[config.mk]
export PLATFORM = sky130hd
export DESIGN_NAME = playback_ctrl
export DESIGN_NICKNAME = d
export VERILOG_FILES = /design/src/rtl/playback_ctrl.sv
export SDC_FILE = /design/constraint.sdc
export NUM_CORES = 1
export LEC_CHECK = 0
export CAP_MARGIN = 20
export CORE_MARGIN = 5
export CORE_UTILIZATION = 29
export DETAILED_ROUTE_END_ITERATION = 10
export PLACE_DENSITY = 0.57
export REMOVE_ABC_BUFFERS = 1
export SLEW_MARGIN = 20
export SYNTH_ARGS = -nofsm -noshare
export SYNTH_HDL_FRONTEND = slang
export SYNTH_SLANG_ARGS = --single-unit
[constraint.sdc]
create_clock -name clk -period 3.4 [get_ports clk]
set_clock_uncertainty 0.1 [all_clocks]
set_input_delay 0.68 -clock clk [delete_from_list [all_inputs] [get_ports clk]]
set_output_delay 0.68 -clock clk [all_outputs]
set_load 0.03 [all_outputs]
[src/rtl/playback_ctrl.sv]
// Playback sequencer: turns command pulses into song index, pause and SCI volume,
// and runs song changes through a stop/idle handshake with the mp3 core.
module playback_ctrl #(
    parameter int          NUM_SONGS  = 4,
    parameter int          VOL_LEVELS = 8,
    parameter int          INIT_LEVEL = 4,
    parameter logic [7:0]  VOL_STEP   = 8'h10,
    parameter int          TIMEOUT    = 2_000_000
) (
    input  logic        clk,
    input  logic        rst_n,
    input  logic        i_next,
    input  logic        i_pre,
    input  logic        i_pause_tgl,
    input  logic        i_vol_plus,
    input  logic        i_vol_dec,
    input  logic        i_finish_song,
    input  logic        i_dec_idle,
    output logic [2:0]  o_song_select,
    output logic        o_pause,
    output logic        o_stop,
    output logic        o_song_change,
    output logic        o_busy,
    output logic [15:0] o_vol,
    output logic [3:0]  vol_level
);

    localparam int             TW        = (TIMEOUT > 2) ? $clog2(TIMEOUT) : 1;
    localparam logic [TW-1:0]  TMAX      = TW'(TIMEOUT - 1);
    localparam logic [2:0]     LAST_IDX  = 3'(NUM_SONGS - 1);
    localparam logic [3:0]     VMAX      = 4'(VOL_LEVELS);
    localparam logic [3:0]     VINIT     = 4'(INIT_LEVEL);
    localparam logic [11:0]    INIT_PROD = 12'(INIT_LEVEL) * 12'(VOL_STEP);

    typedef enum logic [1:0] {
        ST_PLAY     = 2'd0,
        ST_PAUSED   = 2'd1,
        ST_STOP_REQ = 2'd2,
        ST_LOAD     = 2'd3
    } state_t;

    state_t          state_r;
    logic            dir_next_r;
    logic [TW-1:0]   timer_r;

    logic            cmd_dir_valid_s;
    logic            trigger_s;
    logic            trig_dir_next_s;
    logic            eff_dir_next_s;
    logic            stop_done_s;
    logic [2:0]      new_idx_s;
    logic [3:0]      vol_next_s;
    logic [11:0]     prod_s;
    logic [7:0]      att_s;

    // Wrapping step of the song index in either direction.
    function automatic logic [2:0] idx_step(input logic [2:0] idx, input logic fwd);
        logic [2:0] res;
        if (fwd) begin
            res = (idx >= LAST_IDX) ? 3'd0 : idx + 3'd1;
        end else begin
            res = (idx == 3'd0) ? LAST_IDX : idx - 3'd1;
        end
        return res;
    endfunction

    // Command decode: finish-of-file outranks a lone next/pre; next+pre together cancel.
    always_comb begin
        cmd_dir_valid_s = i_next ^ i_pre;
        trigger_s       = i_finish_song | cmd_dir_valid_s;
        trig_dir_next_s = i_finish_song | i_next;
        if (cmd_dir_valid_s) begin
            eff_dir_next_s = i_next;
        end else begin
            eff_dir_next_s = dir_next_r;
        end
        stop_done_s = i_dec_idle | (timer_r == TMAX);
        new_idx_s   = idx_step(o_song_select, eff_dir_next_s);
    end

    // Saturating volume level and its SCI attenuation byte.
    always_comb begin
        vol_next_s = vol_level;
        if (i_vol_plus && !i_vol_dec) begin
            if (vol_level != 4'd0) begin
                vol_next_s = vol_level - 4'd1;
            end else begin
                vol_next_s = 4'd0;
            end
        end else if (i_vol_dec && !i_vol_plus) begin
            if (vol_level < VMAX) begin
                vol_next_s = vol_level + 4'd1;
            end else begin
                vol_next_s = VMAX;
            end
        end else begin
            vol_next_s = vol_level;
        end
        prod_s = 12'(vol_next_s) * 12'(VOL_STEP);
        att_s  = prod_s[7:0];
    end

    // Playback state machine with registered handshake outputs.
    always_ff @(posedge clk or negedge rst_n) begin
        if (!rst_n) begin
            state_r       <= ST_PLAY;
            dir_next_r    <= 1'b1;
            timer_r       <= '0;
            o_song_select <= 3'd0;
            o_pause       <= 1'b0;
            o_stop        <= 1'b0;
            o_song_change <= 1'b0;
            o_busy        <= 1'b0;
        end else begin
            case (state_r)
                ST_PLAY, ST_PAUSED: begin
                    if (trigger_s) begin
                        state_r    <= ST_STOP_REQ;
                        dir_next_r <= trig_dir_next_s;
                        timer_r    <= '0;
                        o_stop     <= 1'b1;
                        o_busy     <= 1'b1;
                    end else if (i_pause_tgl) begin
                        state_r <= (state_r == ST_PLAY) ? ST_PAUSED : ST_PLAY;
                        o_pause <= (state_r == ST_PLAY);
                    end else begin
                        state_r <= state_r;
                    end
                end
                ST_STOP_REQ: begin
                    if (cmd_dir_valid_s) begin
                        dir_next_r <= i_next;
                    end else begin
                        dir_next_r <= dir_next_r;
                    end
                    if (stop_done_s) begin
                        state_r       <= ST_LOAD;
                        o_song_select <= new_idx_s;
                        o_song_change <= 1'b1;
                        o_stop        <= 1'b0;
                    end else begin
                        timer_r <= timer_r + TW'(1);
                    end
                end
                ST_LOAD: begin
                    // Pause survives the switch until the new song starts playing.
                    state_r       <= ST_PLAY;
                    o_song_change <= 1'b0;
                    o_busy        <= 1'b0;
                    o_pause       <= 1'b0;
                end
                default: begin
                    state_r       <= ST_PLAY;
                    o_stop        <= 1'b0;
                    o_song_change <= 1'b0;
                    o_busy        <= 1'b0;
                    o_pause       <= 1'b0;
                end
            endcase
        end
    end

    // Volume registers, both updated from the same next level.
    always_ff @(posedge clk or negedge rst_n) begin
        if (!rst_n) begin
            vol_level <= VINIT;
            o_vol     <= {INIT_PROD[7:0], INIT_PROD[7:0]};
        end else begin
            vol_level <= vol_next_s;
            o_vol     <= {att_s, att_s};
        end
    end

endmodule

### Yosys cells after proc, flatten, opt, wreduce, memory -nomap -nowiden

Index checks and enable logic that the tools add are counted.

* output and inout bits: 27
* flip-flop bits (word level): 43
* word-level logic and storage cells: 77
* input port bits: 9

* magnitude comparators: 2
* reduce and logical (&&, ||, !) cells: 19
* add/subtract/negate cells: 5
* bitwise gates (word level): 4
* equality and inequality tests: 10
* multiplexer cells: 27

Operators with widths (count)
* 21-bit 2-to-1 mux: 2
* 21-bit one-hot mux with 2 select lines: 1
* 21-bit by 1-bit adder with 21-bit output (second input constant): 1
* 21-bit equality test (second input constant): 1
* 4-bit 2-to-1 mux: 4
* 2-bit inequality test (second input constant): 5
* 1-bit one-hot mux with 2 select lines: 5
* 2-bit AND reduction: 5
* 3-bit 2-to-1 mux: 3
* 3-bit AND reduction: 3
* 1-bit 2-to-1 mux: 8
* 2-bit 2-to-1 mux: 3
* 2-bit one-hot mux with 3 select lines: 1
* 2-bit nonzero test: 3
* 4-bit by 1-bit adder with 4-bit output (second input constant): 1
* 2-bit equality test (second input constant): 2
* 4-bit less-than comparator (second input constant): 1
* 4-bit nonzero test: 1
* 4-bit by 1-bit subtractor with 4-bit output (second input constant): 1
* 3-bit by 1-bit adder with 3-bit output (second input constant): 1
* 3-bit by 2-bit greater-or-equal comparator with 1-bit output (second input constant): 1
* 3-bit zero test: 1
* 3-bit inequality test (second input constant): 1
* 1-bit bitwise OR: 3
* other kinds (7): 9

### Logic depth before layout (Yosys ltp)

Gate-level depths: netlist (run 1).

* word-level depth: 5
* depth in mapped cells: 9
* gate-level depth less buffers: 7

### Worst setup path after synthesis (run 1)

No wires, ideal clock.

* kind: register -> register
* start: register timer_r[13]
* end: register timer_r[5]
* setup slack: 1266 ps
* cell stages (with the launch flop): 7
* buffers on the path: 2
* period minus slack after synthesis: 2134 ps
* library setup time: 82 ps
* arrival: 1952 ps
* required time: 3218 ps
* path through: dfrtp_1 > buf_6 > or4_4 > o311a_1 > or3_1 > buf_2 > a31oi_1

* cells in the longest elaborated chain, start to end: 4

Ends and longest elaborated chain
* from (decl): RTL line 44 `logic [TW-1:0] timer_r;`
* from (signal assigned): RTL line 142 `timer_r <= timer_r + TW'(1);`
* 21-bit equality test: RTL line 77 `stop_done_s = i_dec_idle | (timer_r == TMAX);`
* 1-bit bitwise OR: RTL line 77
* 2-bit inequality test (no source line)
* 3-bit AND reduction (no source line)

Every way passes these cells.
A chain may end at the register's enable or synchronous reset.

==> out/results.ini, run 1 <==
[status]
outcome = completed

[critical_path]
start_kind = flip-flop
max_stage_delay_ns = 0.70
reg2regPathDepth = 6
worstPathCellList = clkdlybuf4s50_1
critPathKind = reg2out
worstPathArrival_ns = 1.57
critical_path.max_fanout = 9
rrSetupSlack_ns = 1.09
cpLargestDelayFamily = buffers and inverters
cp.depth = 1
crit_required_ns = 2.62
cp_num_buf_inv = 1
slowest_stage = clkdlybuf4s50_1
endpoint_kind = output pin

[sta]
rsz0062_at_grt = no
hold_viol = 0
finalSetupTns_ns = 0
max_freq_ghz = 0.425
finalCriticalPeriod_ns = 2.35
tightest_slew_ns = 0.838
fin_ws_ns = 1.05
maxSlewHeadroom_pct = 44.1
finalSetupViolations = 0
timing.final.crit_share_pct = 69.2
slew_viol_final = 0

[clocking]
max-clock-path-buffers = 2
htree_levels = 2
clock-root-buffer = clkbuf_8
cts_buffers = 5
cts-resized-gates = 0
clkTransAtPathRegs_ns = 0.08
clock_latency_ns = 0.29
clock_sinks = 35
tritoncts = yes
cts_hold_buffers = 0
post-cts-setup-buffers = 0

[synthesis]
synthArstFlopShare_pct = 100
yosys_warnings = 0
ys_ff_latch = 35
synthDistinctLibCells = 53
netlist_top_cells_area = dfrtp_1, buf_4, ha_1
synth_top_cell_by_area = dfrtp_1
ys.flop_type = dfrtp_1
synth_edf_count = 0
syn_area_um2 = 2290
ys_seq_area_share_pct = 38.4
synthCells = 264
synth.avg_cell_area_um2 = 8.66
synth_top_area_share_pct = 36.1

[floorplan]
die_w_um = 98.8
initial_core_util_pct = 29.8
core_area_um2 = 7690
dieArea_um2 = 9760
pin_count = 36
die_h_um = 98.8
row_count = 32

[route]
drtAntennaViolNets = 0
drc = 0
wl_per_cell_um = 13.3
via_per_inst = 5.07
first_pass_iters = 4
drt-initial-drc-count = 141
drt-total-wl_mm = 5.11
num_vias = 1948

[finish]
final_layout_size_suffix_gt1_share_pct = 6.03
layout_commonest_cell = dfrtp_1
diodes = 0
area_delta_synth_final_pct = 14.3
post-route-util_pct = 34.0
num-nets-final = 300
layout_common_cells = dfrtp_1, clkdlybuf4s50_1, nand2_1
fin_cells = 384

[min_path]
min_path_type = in2async

[power_and_ir_drop]
power_density_nw_per_um2 = 675
finalPower_mw = 1.77
ir_drop_uv = 291
p_leak_nw = 1.08

[grt]
antenna_found_initial = 0
globalRouteTotalUtil_pct = 10.5
grt_max_degree = 36
grt_pass1_wl_mm = 8.42
first_global_vias = 1750
grt.overflow.total = 0

[placed_design]
dp_cells = 376
pre_cts_slack_ns = 0.830
hpwl_mm = 3.61
gp_congestion = 0.792
port_buffers = 27

[flow_run]
max_cap_viol_count = 0

synth_stat cells (3+ instances only):
cell type,count
a31oi_1,13
buf_4,19
nand3_1,10
nand4_1,9
buf_2,3
nand2_1,25
a21oi_1,20
o21ai_1,7
ha_1,10
clkbuf_1,3
nor2_1,14
buf_6,3
nor3_1,3
dfrtp_1,33
o21ai_0,18
o31ai_1,11
inv_1,16
state kept, by name, indices dropped and copies added, names as in the netlist:
name	flops
o_vol	1
vol_level	3
state_r	2
dir_next_r	1
o_song_change	1
timer_r	21
o_pause	1
o_stop	1
o_song_select	3
o_busy	1
final cells by class:
cell class / instances / area (µm²)
fillers: 814 / 5070
multi-input cells: 192 / 1170
flip-flops and latches: 35 / 878
repair buffers: 31 / 295
well taps: 102 / 128
clock buffers: 8 / 80.1
inverters: 16 / 60.1
cells by family after synthesis:
| logic type | after synthesis | share of synthesized area (%) |
|---|---|---|
| compound gates | 84 | 22.5 |
| simple gates | 85 | 19.9 |
| xor+xnor | 2 | 0.766 |
| mux | 2 | 0.930 |
| other cells | 1 | 0.164 |
| flops | 35 | 38.4 |
| buf+inv | 44 | 11.5 |
| fa+ha+maj | 11 | 5.91 |
worst paths after layout:
path                         startpoint                to
min reg2reg                 timer_r[20]       timer_r[20]
max in group asynchronous         rst_n  o_song_select[1]
min                               rst_n       timer_r[10]
max                        vol_level[2]         o_vol[14]
max reg2reg                  timer_r[0]  o_song_select[1]
min in group clk            timer_r[20]       timer_r[20]
power by group:
group          total, mW  switching, mW  leakage (nW)  internal (mW)
registers          0.618          0.114         0.459          0.505
logic              0.857          0.514         0.580          0.342
clock network      0.291          0.145        0.0395          0.146
total               1.77          0.773          1.08          0.993
stage by stage:
| stage | area [µm²] | hold WS [ns] |
|---|---|---|
| 5_1_grt | 2610 | 0.424 |
| 4_1_cts | 2610 | 0.405 |
| 6_report | 2610 | 0.392 |
| 3_5_place_dp | 2530 | 0.391 |
| 3_3_place_gp | 2530 | 0.373 |
| 2_1_floorplan | 2110 | 0.284 |
per-layer routing:
metal | share of wire (%) | vias to the layer above | GRT usage (%) | routed length [µm]
li1 | - | 971 | - | -
met1 | 47 | 917 | 14.6 | 2420
met2 | 46 | 55 | 16.0 | 2330
met3 | 5.8 | 5 | 2.34 | 294
met4 | 1.2 | 0 | 3.68 | 61
met5 | 0 | - | 0 | 0
No activity file was read; power rests on OpenSTA's default activity.
==> run 2, diff against run 1 <==
clock period = 2.4 ns   (was 3.4 ns; I/O delays follow)
==> out/results.ini, run 2 (synthesis results as in run 1) <==
[finish]
fin_cells = 397  ; was 384
num-nets-final = 313  ; was 300
final_layout_size_suffix_gt1_share_pct = 10.8  ; was 6.03%
layout_commonest_cell = dfrtp_1  ; unchanged
fillers = 807  ; was 814
layout_common_cells = dfrtp_1, clkdlybuf4s50_1, nand2_1  ; unchanged
regMostFlops = timer_r  ; unchanged
reg_top3 = timer_r x21, o_song_select x3, vol_level x3  ; unchanged
area_delta_synth_final_pct = 19.7  ; was 14.3%
largest_reg_flops = 21  ; unchanged
diodes = 0  ; unchanged

[critical_path]
reg2regPathDepth = 4  ; was 6
critPathKind = reg2reg  ; was reg2out
rrSetupSlack_ns = 0.16  ; was 1.09 ns
crit_required_ns = 2.50  ; was 2.62 ns
worstPathCellList = or4_4 > o311a_1 > or3_1 > a31oi_1  ; was clkdlybuf4s50_1
critical_path.startpoint = timer_r[16]  ; was vol_level[2]
max_stage_delay_ns = 0.55  ; was 0.70 ns
start_kind = flip-flop  ; unchanged
r2r_end = timer_r[9]  ; was o_song_select[1]
critical_path.max_fanout = 6  ; was 9
worstPathArrival_ns = 2.34  ; was 1.57 ns
rr_startpoint = timer_r[16]  ; was timer_r[0]
endpoint_kind = flip-flop  ; was output pin
slowest_stage = or4_4  ; was clkdlybuf4s50_1

[route]
drtAntennaViolNets = 0  ; unchanged
wl_per_cell_um = 13.0  ; was 13.3 µm
first_pass_iters = 4  ; unchanged
drt-initial-drc-count = 67  ; was 141
via_per_inst = 5.05  ; was 5.07
num_vias = 2006  ; was 1948
drt-total-wl_mm = 5.15  ; was 5.11 mm
drc = 0  ; unchanged

[clocking]
clkTransAtPathRegs_ns = 0.07  ; was 0.08 ns
max-clock-path-buffers = 2  ; unchanged
tritoncts = yes  ; unchanged
clock_sinks = 35  ; unchanged
clock_latency_ns = 0.29  ; about the same
clock-root-buffer = clkbuf_8  ; unchanged
htree_levels = 2  ; unchanged
cts_buffers = 5  ; unchanged

[placed_design]
dp_cells = 387  ; was 376
gp_congestion = 0.795  ; was 0.792
port_buffers = 27  ; unchanged
hpwl_mm = 3.79  ; was 3.61 mm

[grt]
grt_pass1_wl_mm = 9.07  ; was 8.42 mm
grt.overflow.total = 0  ; unchanged
grt_max_degree = 36  ; unchanged
globalRouteTotalUtil_pct = 11.2  ; was 10.5%
antenna_found_initial = 0  ; unchanged
first_global_vias = 1929  ; was 1750

[sta]
max_freq_ghz = 0.446
finalSetupViolations = 0  ; unchanged
timing.final.crit_share_pct = 93.3
slew_viol_final = 0  ; unchanged
rsz0062_at_grt = no  ; unchanged
maxSlewHeadroom_pct = 47.7  ; was 44.1%
hold_viol = 0  ; unchanged
tightest_slew_ns = 0.784  ; was 0.838 ns
finalCriticalPeriod_ns = 2.24

[power_and_ir_drop]
power_density_nw_per_um2 = 958  ; was 675 nW/µm²
finalPower_mw = 2.62  ; was 1.77 mW
p_leak_nw = 1.16  ; was 1.08 nW
ir_drop_uv = 362  ; was 291 µV

[status]
outcome = completed  ; unchanged

[floorplan]
row_count = 32  ; unchanged
die_h_um = 98.8  ; unchanged
dieArea_um2 = 9760  ; unchanged
pin_count = 36  ; unchanged
core_area_um2 = 7690  ; unchanged
die_w_um = 98.8  ; unchanged
initial_core_util_pct = 29.8  ; unchanged

[min_path]
min_path_type = in2async  ; unchanged

[flow_run]
max_cap_viol_count = 0  ; unchanged

-- run 2: layout make-up --
| class | count | area, µm² | share of cell area [%] |
|---|---|---|---|
| clock buffer | 8 | 100 | 3.66 |
| multi-input combinational | 192 | 1180 | 43.1 |
| sequential | 35 | 878 | 32.1 |
| tap | 102 | 128 | 4.66 |
| timing repair buffer | 44 | 393 | 14.4 |
| inverter | 16 | 60.1 | 2.19 |
-- run 2: report_power, final --
part           leakage (nW)  switching (mW)  internal [mW]
registers             0.459           0.157          0.715
clock network        0.0515           0.211          0.262
logic                 0.649           0.748          0.530
total                  1.16            1.12           1.51
-- run 2: routing by layer --
metal  global-route usage (%)  up-vias  wire, µm
met1                     14.1      960      2380
met4                     4.10        0        80
met5                        0        -         0
met2                     18.5       44      2460
met3                     2.69       12       235
li1                         -      990         -
-- run 2: repair_timing --
action                                  in CTS  in global routing
endpoints found under the setup margin      14                 10
setup buffers                                0                  2
hold endpoints to repair                     0                  0
hold buffers                                 0                  0
resized for setup                            1                  0
pin swaps                                    0                  1
-- run 2: worst max-delay path: cells and delay by family (launching register included) --
kind | cells | cell delay [ns]
simple gates | 2 | 1.04
compound gates | 2 | 0.63
flops | 1 | 0.38
-- run 2: how the worst max path moves through the flow --
| stage | end | slack [ns] | cells past startpoint |
|---|---|---|---|
| 6_report | timer_r[9] | 0.16 | 4 |
| 5_1_grt | timer_r[8] | 0.08 | 7 |
| 4_1_cts | timer_r[12] | 0.11 | 5 |
| 3_5_place_dp | timer_r[14] | -0.14 | 6 |
| 3_3_place_gp | timer_r[16] | -0.13 | 6 |
| 2_1_floorplan | timer_r[20] | 0.008 | 6 |
-- run 2: per-stage QoR --
stage / hold slack, ns / worst slack [ns] / TNS (ns) / cell area, µm² / utilization [%]
finish: 0.171 / 0.160 / 0 / 2740 / 35.6
global route: 0.266 / 0.0817 / 0 / 2740 / 35.6
CTS: 0.207 / 0.110 / 0 / 2720 / 35.4
detailed placement: 0.390 / -0.143 / -1.41 / 2620 / 34.0
global placement: 0.378 / -0.129 / -1.35 / 2620 / 34.0
floorplan: 0.0844 / 0.00797 / 0 / 2110 / -
